==> src/rtl/seq_det_pkg.sv <==
// Shared definitions for the 1101 serial pattern detector: state encoding and pattern constants.
package seq_det_pkg;

  typedef logic [2:0] state_t;

  // Explicit encodings keep the 3-bit register free to hold the unused codes 5..7.
  localparam state_t S0 = 3'b000;
  localparam state_t S1 = 3'b001;
  localparam state_t S2 = 3'b010;
  localparam state_t S3 = 3'b011;
  localparam state_t S4 = 3'b100;

  localparam logic [3:0] PATTERN     = 4'b1101;
  localparam int         PATTERN_LEN = 4;

endpackage

==> src/rtl/seq_det_ea.sv <==
// Moore FSM that strobes dout for one cycle each time the last four sampled din bits are 1101.
module seq_det_ea
  import seq_det_pkg::*;
#(
  parameter bit OVERLAP = 1'b1
) (
  input  logic clk,
  input  logic clr,
  input  logic din,
  output logic dout
);

  state_t r_state;
  state_t w_next;

  always_comb begin
    w_next = S0;
    case (r_state)
      S0: w_next = din ? S1 : S0;
      S1: w_next = din ? S2 : S0;
      S2: w_next = din ? S2 : S3;
      S3: w_next = din ? S4 : S0;
      // After a hit, the trailing "1" can seed the next match as "11" only when overlapping.
      S4: w_next = din ? (OVERLAP ? S2 : S1) : S0;
      default: w_next = S0;
    endcase
  end

  always_ff @(posedge clk or negedge clr) begin
    if (!clr) r_state <= S0;
    else      r_state <= w_next;
  end

  // Decoded from the state register only, so reset clears it without a clock edge.
  assign dout = (r_state == S4);

endmodule

==> config.mk <==
export PLATFORM = sky130hd
export DESIGN_NAME = seq_det_ea
export DESIGN_NICKNAME = d
export VERILOG_FILES = /design/src/rtl/seq_det_pkg.sv /design/src/rtl/seq_det_ea.sv
export SDC_FILE = /design/constraint.sdc
export NUM_CORES = 1
export LEC_CHECK = 0
export CAP_MARGIN = 20
export CORE_AREA = 3 3 40 42
export DETAILED_ROUTE_END_ITERATION = 7
export DIE_AREA = 0 0 43 45
export PLACE_DENSITY = 0.3
export SLEW_MARGIN = 20
export SYNTH_ARGS = -nofsm -noshare
export SYNTH_HDL_FRONTEND = slang
export SYNTH_SLANG_ARGS = --single-unit
==> constraint.sdc <==
create_clock -name clk -period 3.2 [get_ports clk]
set_input_delay 0.64 -clock clk [delete_from_list [all_inputs] [get_ports clk]]
set_output_delay 0.64 -clock clk [all_outputs]
set_load 0.02 [all_outputs]
Word level (Yosys, flattened, before mapping)
Cells that the tools add are included.

Output and inout bits: 1. Input port bits: 3. Register bits after elaboration: 3. Logic and storage cells: 12.

Muxes and demuxes: 5. Reductions and logical operators: 2. Equal/unequal tests: 4.

Operator list (number): one-hot mux 3 bit (4 select lines) (1); equality test 3 x 2 -> 1 bit (second input constant) (2); equality test 3 x 1 -> 1 bit (second input constant) (1); equality test 3 bit (second input constant) (1); zero test 3 bit (1); 2-to-1 mux 3 bit (1); 2-to-1 mux 1 bit (2); 2-to-1 mux 2 bit (1); OR reduction 2 bit (1).

Longest topological paths before layout
Gate-level depths: netlist of the first run.

Depth in word-level cells: 3. Gate-level depth with buffers: 2. Mapped depth without buffers: 2.

Worst setup path after synthesis of the first run
OpenSTA, ideal clock, no wires.

Kind: reg2out. Start point: register r_state[0]. End point: output dout. Buffers on the path: 0. Stages on the path, launching flop included: 2. Arrival time: 0.942 ns. Setup slack: 1.618 ns. Data required time: 2.560 ns. Cells stage by stage: dfrtp_1 > nor3b_1.

Word-level cells in the longest chain between the ends: 1.

RTL lines: from (decl) (RTL line seq_det_ea.sv:13) `state_t r_state;`; from (signal assigned) (RTL line seq_det_ea.sv:31) `else r_state <= w_next;`; equality test 3 bit (RTL line seq_det_ea.sv:35) `assign dout = (r_state == S4);`; to (decl) (RTL line seq_det_ea.sv:10) `output logic dout`.

Every way passes these cells.

Final worst setup path of the first run
Ends and elaborated chain as after synthesis.

==> flow_summary_export.csv, run 1 <==
group,metric,value,unit
power_and_ir_drop,swShare,0.280,
timing,setup_ws,1.06,ns
timing,skew,0.000956,ns
timing,fin_tns_setup,0,ns
grt,antenna_found_initial,0,
cts,ctsLongestPathBuffers,2,
cts,tritoncts,"yes",
critical_path,cp.required,2.56,ns
drt,avgRoutedWirePerCell,10.2,um
synthesis,yosysTopAreaCell,"dfrtp_1",
synthesis,syn_avg_cell_area,13.3,sq um
power_and_ir_drop,pwr-share-clk,0.388,
status,status,"completed",
synthesis,synth_area_leaders,"dfrtp_1 (51%), nor3b_1 (10%), and4bb_1 (8.5%)",
power_and_ir_drop,ir_drop,165,uV
cells_and_area,top_regs,"r_state x3",
timing,setup_violations,0,
timing,timing.fmax,466,MHz
cts,ctsResizeCount,0,
floorplanning,die_h,45,um
floorplanning,die_area,0.00194,sq mm
timing,timing.final.crit_share,0.670,
drt,drc,0,
synthesis,yosysSeqAreaShare,0.513,
critical_path,r2r_start,"r_state[1]$_DFF_PN0_",
power_and_ir_drop,power_density,768,mW/mm^2
critical_path,reg2reg_depth,2,
cts,cts_setup_buffers,0,
timing,hold_violations,0,
drt,routed_wl,336,um
drt,drtIter0Drc,0,
drt,num_vias,121,
cells_and_area,regMostFlops,"r_state",
critical_path,startpoint,"r_state[0]$_DFF_PN0_",
timing,fin_crit,2.14,ns
synthesis,post-synth-top-count-cell,"dfrtp_1",
grt,gr-usage-all-layers,0.0467,
synthesis,ys_types,8,
cts,clock-sinks,3,
power_and_ir_drop,pwr-share-comb,0.201,
placed_design,place_inst,29,
critical_path,cp_max_fo,6,
critical_path,critPathCapture,"dout",
synthesis,synthArstFlopShare,1.00,
power_and_ir_drop,power.switching,0.0000476,W
cells_and_area,area_growth,51.3,%
drt,vias_per_cell,3.67,
floorplanning,initial_core_util,0.114,
floorplanning,die_x,43,um
drt,first_pass_iters,1,
grt,grt_pass1_vias,134,
placed_design,io_buffers,3,
cells_and_area,final_nets,22,
cts,htreeDepth,1,
power_and_ir_drop,p_leak,0.0921,nW
timing,slew_violations,0,
critical_path,end_kind,"output pin",
cells_and_area,largest_reg_flops,3,
min_path,min_path_type,"flop to flop",
synthesis,netlist_top_cells_count,"dfrtp_1 (3), nor3b_1 (2)",
synthesis,synth-edff-count,0,
cells_and_area,final_cells,33,
placed_design,pre_cts_slack,1.30,ns
cts,root_buffer,"clkbuf_4",
timing,slew_headroom,0.856,
synthesis,ys_ff_latch,3,
synthesis,synth_area,146,sq um
timing,rsz0062_at_grt,"false",
critical_path,regToRegSetupSlack,2.10,ns
cells_and_area,drive_above_1_share,0.278,
synthesis,synthesis.nets,14,
floorplanning,num_rows,13,
cts,cts.hold.buffers_added,0,
critical_path,path_class,"flop to output pin",
drt,detail-route-antenna-nets,0,
cts,clk_latency,0.23,ns
job,maxCapViolCount,0,
power_and_ir_drop,p_total,0.000170,W
critical_path,start_kind,"flop",
cts,cts_made_buffers,3,
grt,grt_max_degree,7,
grt,grt_overflow,0,
floorplanning,ios,4,
placed_design,gp_congestion,0.638,
cells_and_area,antenna_cells_inserted,0,
critical_path,r2r_end,"r_state[1]$_DFF_PN0_",
synthesis,synth_top_area_frac,0.513,
synthesis,synth-main-ff-cell,"dfrtp_1",
power_and_ir_drop,sequentialPowerShare,0.411,
power_and_ir_drop,p_int,0.000122,W
timing,worstMarginPinSlew,0.215,ns
floorplanning,fp.coreArea,0.00128,sq mm
cts,clkSlewWorstSetupHoldPaths,0.04,ns
critical_path,cp_data_arrival_time,1.50,ns
synthesis,synthCells,11,
grt,grt_pass1_wl,538,um
synthesis,yosys_warnings,0,
## critical path, cell delays in order (launching register included)
cell	delay [ns]
dfrtp_1	0.42
nor3b_1	0.22
clkdlybuf4s50_1	0.64
## power by group through the flow
stage	sequential [W]	clock, W	combinational (W)
after floorplan	0.0000642	0	0.0000271
after global placement	0.0000694	0	0.0000362
after detailed placement	0.0000701	0	0.0000346
final	0.0000698	0.0000660	0.0000342
after global routing	0.0000739	0.0000705	0.0000383
after CTS	0.0000704	0.0000698	0.0000346
## through the flow
stage	hold slack [ns]	cell area (sq um)	utilization
after floorplan	0.344	146	-
after global placement	0.500	195	0.152
after detailed placement	0.512	195	0.152
after CTS	0.521	221	0.172
after global routing	0.558	221	0.172
final	0.523	221	0.172
## metal layers
metal | GRT usage | routed length, um | up-vias
met1 | 0.0413 | 146 | 58
li1 | - | - | 57
met3 | 0.0518 | 36 | 2
met4 | 0.0542 | 7 | 0
met2 | 0.0509 | 146 | 4
met5 | 0 | 0 | -
## layout by cell type, fill, tap and decap left out, drive strengths merged
cell	n
clkdlybuf4s50	3
dfrtp	3
and4bb	2
and4b	1
nor3b	2
nor3	1
xnor2	1
or3	1
clkbuf	4
## cells by family after synthesis
kind of cell | count (synthesis) | share of synthesized area
DFF | 3 | 0.513
xor gates and xnor gates | 1 | 0.0598
and+or+nand+nor | 7 | 0.427
## final cells by class
cell class                 instances  area [sq um]
timing repair buffer               3          30.0
clock buffer                       4          26.3
multi-input combinational          8          71.3
fill                             148          1060
tap                               15          18.8
sequential                         3          75.1
## worst min-delay path by stage
stage,startpoint,to,depth (start not counted)
2_1_floorplan,clr,r_state[0]$_DFF_PN0_,0
3_3_place_gp,r_state[0]$_DFF_PN0_,r_state[0]$_DFF_PN0_,1
3_5_place_dp,r_state[0]$_DFF_PN0_,r_state[0]$_DFF_PN0_,1
4_1_cts,r_state[0]$_DFF_PN0_,r_state[0]$_DFF_PN0_,1
5_1_grt,r_state[2]$_DFF_PN0_,r_state[0]$_DFF_PN0_,1
6_report,r_state[0]$_DFF_PN0_,r_state[0]$_DFF_PN0_,1
No activity file was read; power rests on OpenSTA's default activity.
==> inputs of run 2 (changes only) <==
Clock period 3.2 ns to 2.1 ns, I/O delays scaled along.
==> run 2 against run 1 <==
Die area is the same. Register-to-register slack lost 1.1 ns. Combinational power grew 55%. Critical path depth is the same. Sequential power grew 56%. Clock power grew 52%. Clock-buffer cell count is the same. Largest power group unchanged.
==> flow_summary_export.csv, run 2 (synthesized netlist as in run 1, its figures left out) <==
group,metric,value,unit
grt,grt_pass1_wl,627,um
drt,routed_wl,317,um
timing,worstMarginPinSlew,0.220,ns
cts,cts.hold.buffers_added,0,
cts,htreeDepth,1,
timing,slew_headroom,0.853,
drt,num_vias,122,
cells_and_area,drive_above_1_share,0.278,
drt,vias_per_cell,3.70,
critical_path,cp.required,1.68,ns
timing,timing.final.crit_share,0.916,
cells_and_area,top_regs,"r_state x3",
cts,tritoncts,"yes",
floorplanning,initial_core_util,0.114,
floorplanning,fp.coreArea,0.00128,sq mm
critical_path,cp_max_fo,6,
cts,ctsResizeCount,0,
timing,slew_violations,0,
timing,fin_tns_setup,0,ns
grt,grt_pass1_vias,126,
floorplanning,die_h,45,um
critical_path,start_kind,"flop",
cts,cts_setup_buffers,0,
drt,drtIter0Drc,2,
status,status,"completed",
placed_design,gp_congestion,0.663,
cells_and_area,largest_reg_flops,3,
critical_path,end_kind,"output pin",
cells_and_area,mostFrequentLayoutCells,"clkbuf_4 (3), clkdlybuf4s50_1 (3), dfrtp_1 (3)",
power_and_ir_drop,p_leak,0.0921,nW
floorplanning,ios,4,
cts,clock-sinks,3,
critical_path,path_class,"flop to output pin",
critical_path,regToRegSetupSlack,0.96,ns
critical_path,r2r_end,"r_state[1]$_DFF_PN0_",
cells_and_area,antenna_cells_inserted,0,
floorplanning,die_area,0.00194,sq mm
timing,skew,0.00142,ns
floorplanning,num_rows,13,
cts,root_buffer,"clkbuf_4",
grt,grt_overflow,0,
grt,antenna_found_initial,0,
cells_and_area,area_growth,51.3,%
drt,drc,0,
min_path,min_path_type,"primary input to async pin",
critical_path,reg2reg_depth,2,
cts,cts_made_buffers,3,
critical_path,cp_data_arrival_time,1.50,ns
timing,rsz0062_at_grt,"false",
timing,setup_violations,0,
cts,clk_latency,0.23,ns
critical_path,r2r_start,"r_state[1]$_DFF_PN0_",
cells_and_area,final_cells,33,
drt,first_pass_iters,2,
floorplanning,die_x,43,um
cts,clkSlewWorstSetupHoldPaths,0.04,ns
cts,ctsLongestPathBuffers,2,
job,maxCapViolCount,0,
placed_design,place_inst,29,
grt,grt_max_degree,7,
power_and_ir_drop,power_density,1180,mW/mm^2
timing,timing.fmax,520,MHz
drt,avgRoutedWirePerCell,9.61,um
grt,gr-usage-all-layers,0.0500,
placed_design,io_buffers,3,
cells_and_area,regMostFlops,"r_state",
timing,hold_violations,0,
drt,detail-route-antenna-nets,0,
power_and_ir_drop,ir_drop,237,uV
timing,fin_crit,1.92,ns
cells_and_area,final_nets,22,
## run 2: layer usage
layer | vias to the layer above | track usage | routed length (um)
li1 | 58 | - | -
met1 | 58 | 0.0581 | 167
met2 | 6 | 0.0449 | 102
met3 | 0 | 0.0598 | 47
met4 | 0 | 0.0361 | 0
met5 | - | 0 | 0
## run 2: area by class of cell
cell class | instances | area (sq um)
clock buffers | 4 | 26.3
fillers | 138 | 1060
multi-input cells | 8 | 71.3
flip-flops and latches | 3 | 75.1
well taps | 15 | 18.8
repair buffers | 3 | 30.0
## run 2: how the worst max path moves through the flow
stage	from	end	slack, ns	cells past startpoint
after floorplan	r_state[0]$_DFF_PN0_	dout	0.74	1
after global placement	r_state[1]$_DFF_PN0_	dout	0.40	2
after detailed placement	r_state[1]$_DFF_PN0_	dout	0.44	2
after CTS	r_state[1]$_DFF_PN0_	dout	0.16	2
after global routing	r_state[1]$_DFF_PN0_	dout	0.04	2
final	r_state[1]$_DFF_PN0_	dout	0.18	2
## run 2: worst max-delay path, cell delays in order, from the launching register on
cell             delay, ns
dfrtp_1               0.44
nor3b_1               0.20
clkdlybuf4s50_1       0.63
## run 2: where the power goes
group / switching, W / total (W) / internal [W]
Combinational: 0.0000158 / 0.0000531 / 0.0000373
Clock: 0.0000289 / 0.000100 / 0.0000711
Sequential: 0.0000306 / 0.000109 / 0.0000780
Total: 0.0000752 / 0.000262 / 0.000187
## run 2: through the flow
stage	total power (W)	utilization	hold WS, ns	setup slack, ns	cell area [sq um]
after floorplan	0.000139	-	0.124	0.738	146
after global placement	0.000163	0.152	0.521	0.398	195
after detailed placement	0.000162	0.152	0.518	0.445	195
after CTS	0.000267	0.172	0.368	0.164	221
after global routing	0.000290	0.172	0.362	0.0407	221
final	0.000262	0.172	0.371	0.177	221
==> inputs of run 3 (changes only) <==
Settings changed: CTS_BUF_LIST from default to sky130_fd_sc_hd__clkbuf_16, GPL_TIMING_DRIVEN from default to 0.
==> run 3 against run 2 <==
Via count down 7.4%. Clock skew about the same. Critical path type unchanged. Total power up 75%. Cell area up 24%. Critical path depth unchanged. Flip-flop and latch count unchanged. Largest power group is now the clock network.
==> flow_summary_export.csv, run 3 (synthesized netlist as in run 1, its figures left out) <==
group,metric,value,unit
critical_path,path_class,"flop to output pin",
timing,rsz0062_at_grt,"false",
cts,clk_latency,0.22,ns
cells_and_area,seq_area,75.1,sq um
grt,grt_pass1_vias,135,
drt,avgRoutedWirePerCell,9.79,um
cells_and_area,drive_above_1_share,0.278,
power_and_ir_drop,pwr-share-comb,0.115,
cells_and_area,area_growth,87.2,%
drt,drc,0,
grt,grt_pass1_wl,579,um
critical_path,cp.required,1.68,ns
timing,slew_violations,0,
placed_design,io_buffers,3,
critical_path,regToRegSetupSlack,0.99,ns
critical_path,reg2reg_depth,2,
cts,tritoncts,"yes",
placed_design,gp_congestion,0.606,
floorplanning,die_x,43,um
timing,skew,0.00185,ns
critical_path,end_kind,"output pin",
power_and_ir_drop,sequentialPowerShare,0.234,
timing,setup_ws,0.188,ns
critical_path,r2r_start,"r_state[1]$_DFF_PN0_",
cells_and_area,top_regs,"r_state x3",
power_and_ir_drop,ir_drop,269,uV
grt,grt_max_degree,7,
power_and_ir_drop,power_density,1670,mW/mm^2
placed_design,pre_cts_slack,0.445,ns
timing,timing.final.crit_share,0.910,
cells_and_area,antenna_cells_inserted,0,
drt,first_pass_iters,1,
power_and_ir_drop,pwr-share-clk,0.651,
critical_path,cp_data_arrival_time,1.49,ns
min_path,min_path_type,"primary input to async pin",
critical_path,start_kind,"flop",
job,maxCapViolCount,0,
cells_and_area,largest_reg_flops,3,
critical_path,critical_path.cell_chain,"nor3b_1 > clkdlybuf4s50_1",
cells_and_area,final_nets,22,
critical_path,cpMaxStageDelayCell,"clkdlybuf4s50_1",
floorplanning,die_area,0.00194,sq mm
drt,vias_per_cell,3.42,
placed_design,dp.final_hpwl,204,um
grt,antenna_found_initial,0,
floorplanning,initial_core_util,0.114,
timing,hold_violations,0,
timing,fin_crit,1.91,ns
cts,cts_made_buffers,3,
cells_and_area,regMostFlops,"r_state",
cts,cts_setup_buffers,0,
cts,ctsResizeCount,0,
floorplanning,die_h,45,um
power_and_ir_drop,p_int,0.000361,W
timing,setup_violations,0,
critical_path,cp_max_fo,6,
cells_and_area,fillCellCount,142,
cts,root_buffer,"clkbuf_16",
floorplanning,ios,4,
cts,clock-sinks,3,
grt,gr-usage-all-layers,0.0459,
cts,ctsLongestPathBuffers,2,
floorplanning,fp.coreArea,0.00128,sq mm
floorplanning,num_rows,13,
timing,worstMarginPinSlew,0.216,ns
power_and_ir_drop,power.switching,0.0000965,W
timing,timing.fmax,523,MHz
drt,drtIter0Drc,0,
critical_path,cp_slowest_stage_delay,0.63,ns
cts,cts.hold.buffers_added,0,
drt,num_vias,113,
critical_path,r2r_end,"r_state[1]$_DFF_PN0_",
power_and_ir_drop,swShare,0.211,
cts,clkSlewWorstSetupHoldPaths,0.03,ns
cts,htreeDepth,1,
cells_and_area,mostFrequentLayoutCells,"clkbuf_16 (3), clkdlybuf4s50_1 (3), dfrtp_1 (3)",
power_and_ir_drop,p_total,0.000458,W
drt,routed_wl,323,um
timing,fin_tns_setup,0,ns
timing,slew_headroom,0.856,
grt,grt_overflow,0,
power_and_ir_drop,p_leak,0.119,nW
status,status,"completed",
drt,detail-route-antenna-nets,0,
cells_and_area,multi_input_area,71.3,sq um
-- run 3: area by class of cell --
class | instances | area share
sequential | 3 | 0.274
clock buffer | 3 | 0.274
multi-input combinational | 8 | 0.260
timing repair buffer | 3 | 0.110
tap | 15 | 0.0685
clock inverter | 1 | 0.0137
-- run 3: how the worst max path moves through the flow --
stage,startpoint,to,slack [ns]
after floorplan,r_state[0]$_DFF_PN0_,dout,0.74
after global placement,r_state[0]$_DFF_PN0_,dout,0.42
after detailed placement,r_state[0]$_DFF_PN0_,dout,0.45
after CTS,r_state[0]$_DFF_PN0_,dout,0.17
after global routing,r_state[0]$_DFF_PN0_,dout,0.12
final,r_state[0]$_DFF_PN0_,dout,0.19
-- run 3: power by group through the flow --
stage	Sequential, W	Clock, W	Combinational (W)
after floorplan	0.0000979	0	0.0000413
after global placement	0.000108	0	0.0000538
after detailed placement	0.000105	0	0.0000553
after CTS	0.000107	0.000305	0.0000532
after global routing	0.000114	0.000312	0.0000604
final	0.000107	0.000298	0.0000528
-- run 3: critical path: cells and delay by family (launching register included) --
family,cells,cell delay (ns)
simple gates,1,0.22
buf+inv,1,0.63
flops,1,0.42
-- run 3: layer usage --
layer / up-vias / global-route usage / share of wire
met5: - / 0 / 0
met4: 0 / 0.0542 / 0
met3: 0 / 0.0239 / 0.037
met2: 4 / 0.0419 / 0.33
met1: 52 / 0.0631 / 0.63
li1: 57 / - / -
-- run 3: metrics by stage --
| stage | cell area [sq um] | cells | utilization | hold slack (ns) |
|---|---|---|---|---|
| after floorplan | 146 | 11 | - | 0.124 |
| after global placement | 195 | 29 | 0.152 | 0.526 |
| after detailed placement | 195 | 29 | 0.152 | 0.516 |
| after CTS | 274 | 33 | 0.213 | 0.375 |
| after global routing | 274 | 33 | 0.213 | 0.385 |
| final | 274 | 33 | 0.213 | 0.376 |
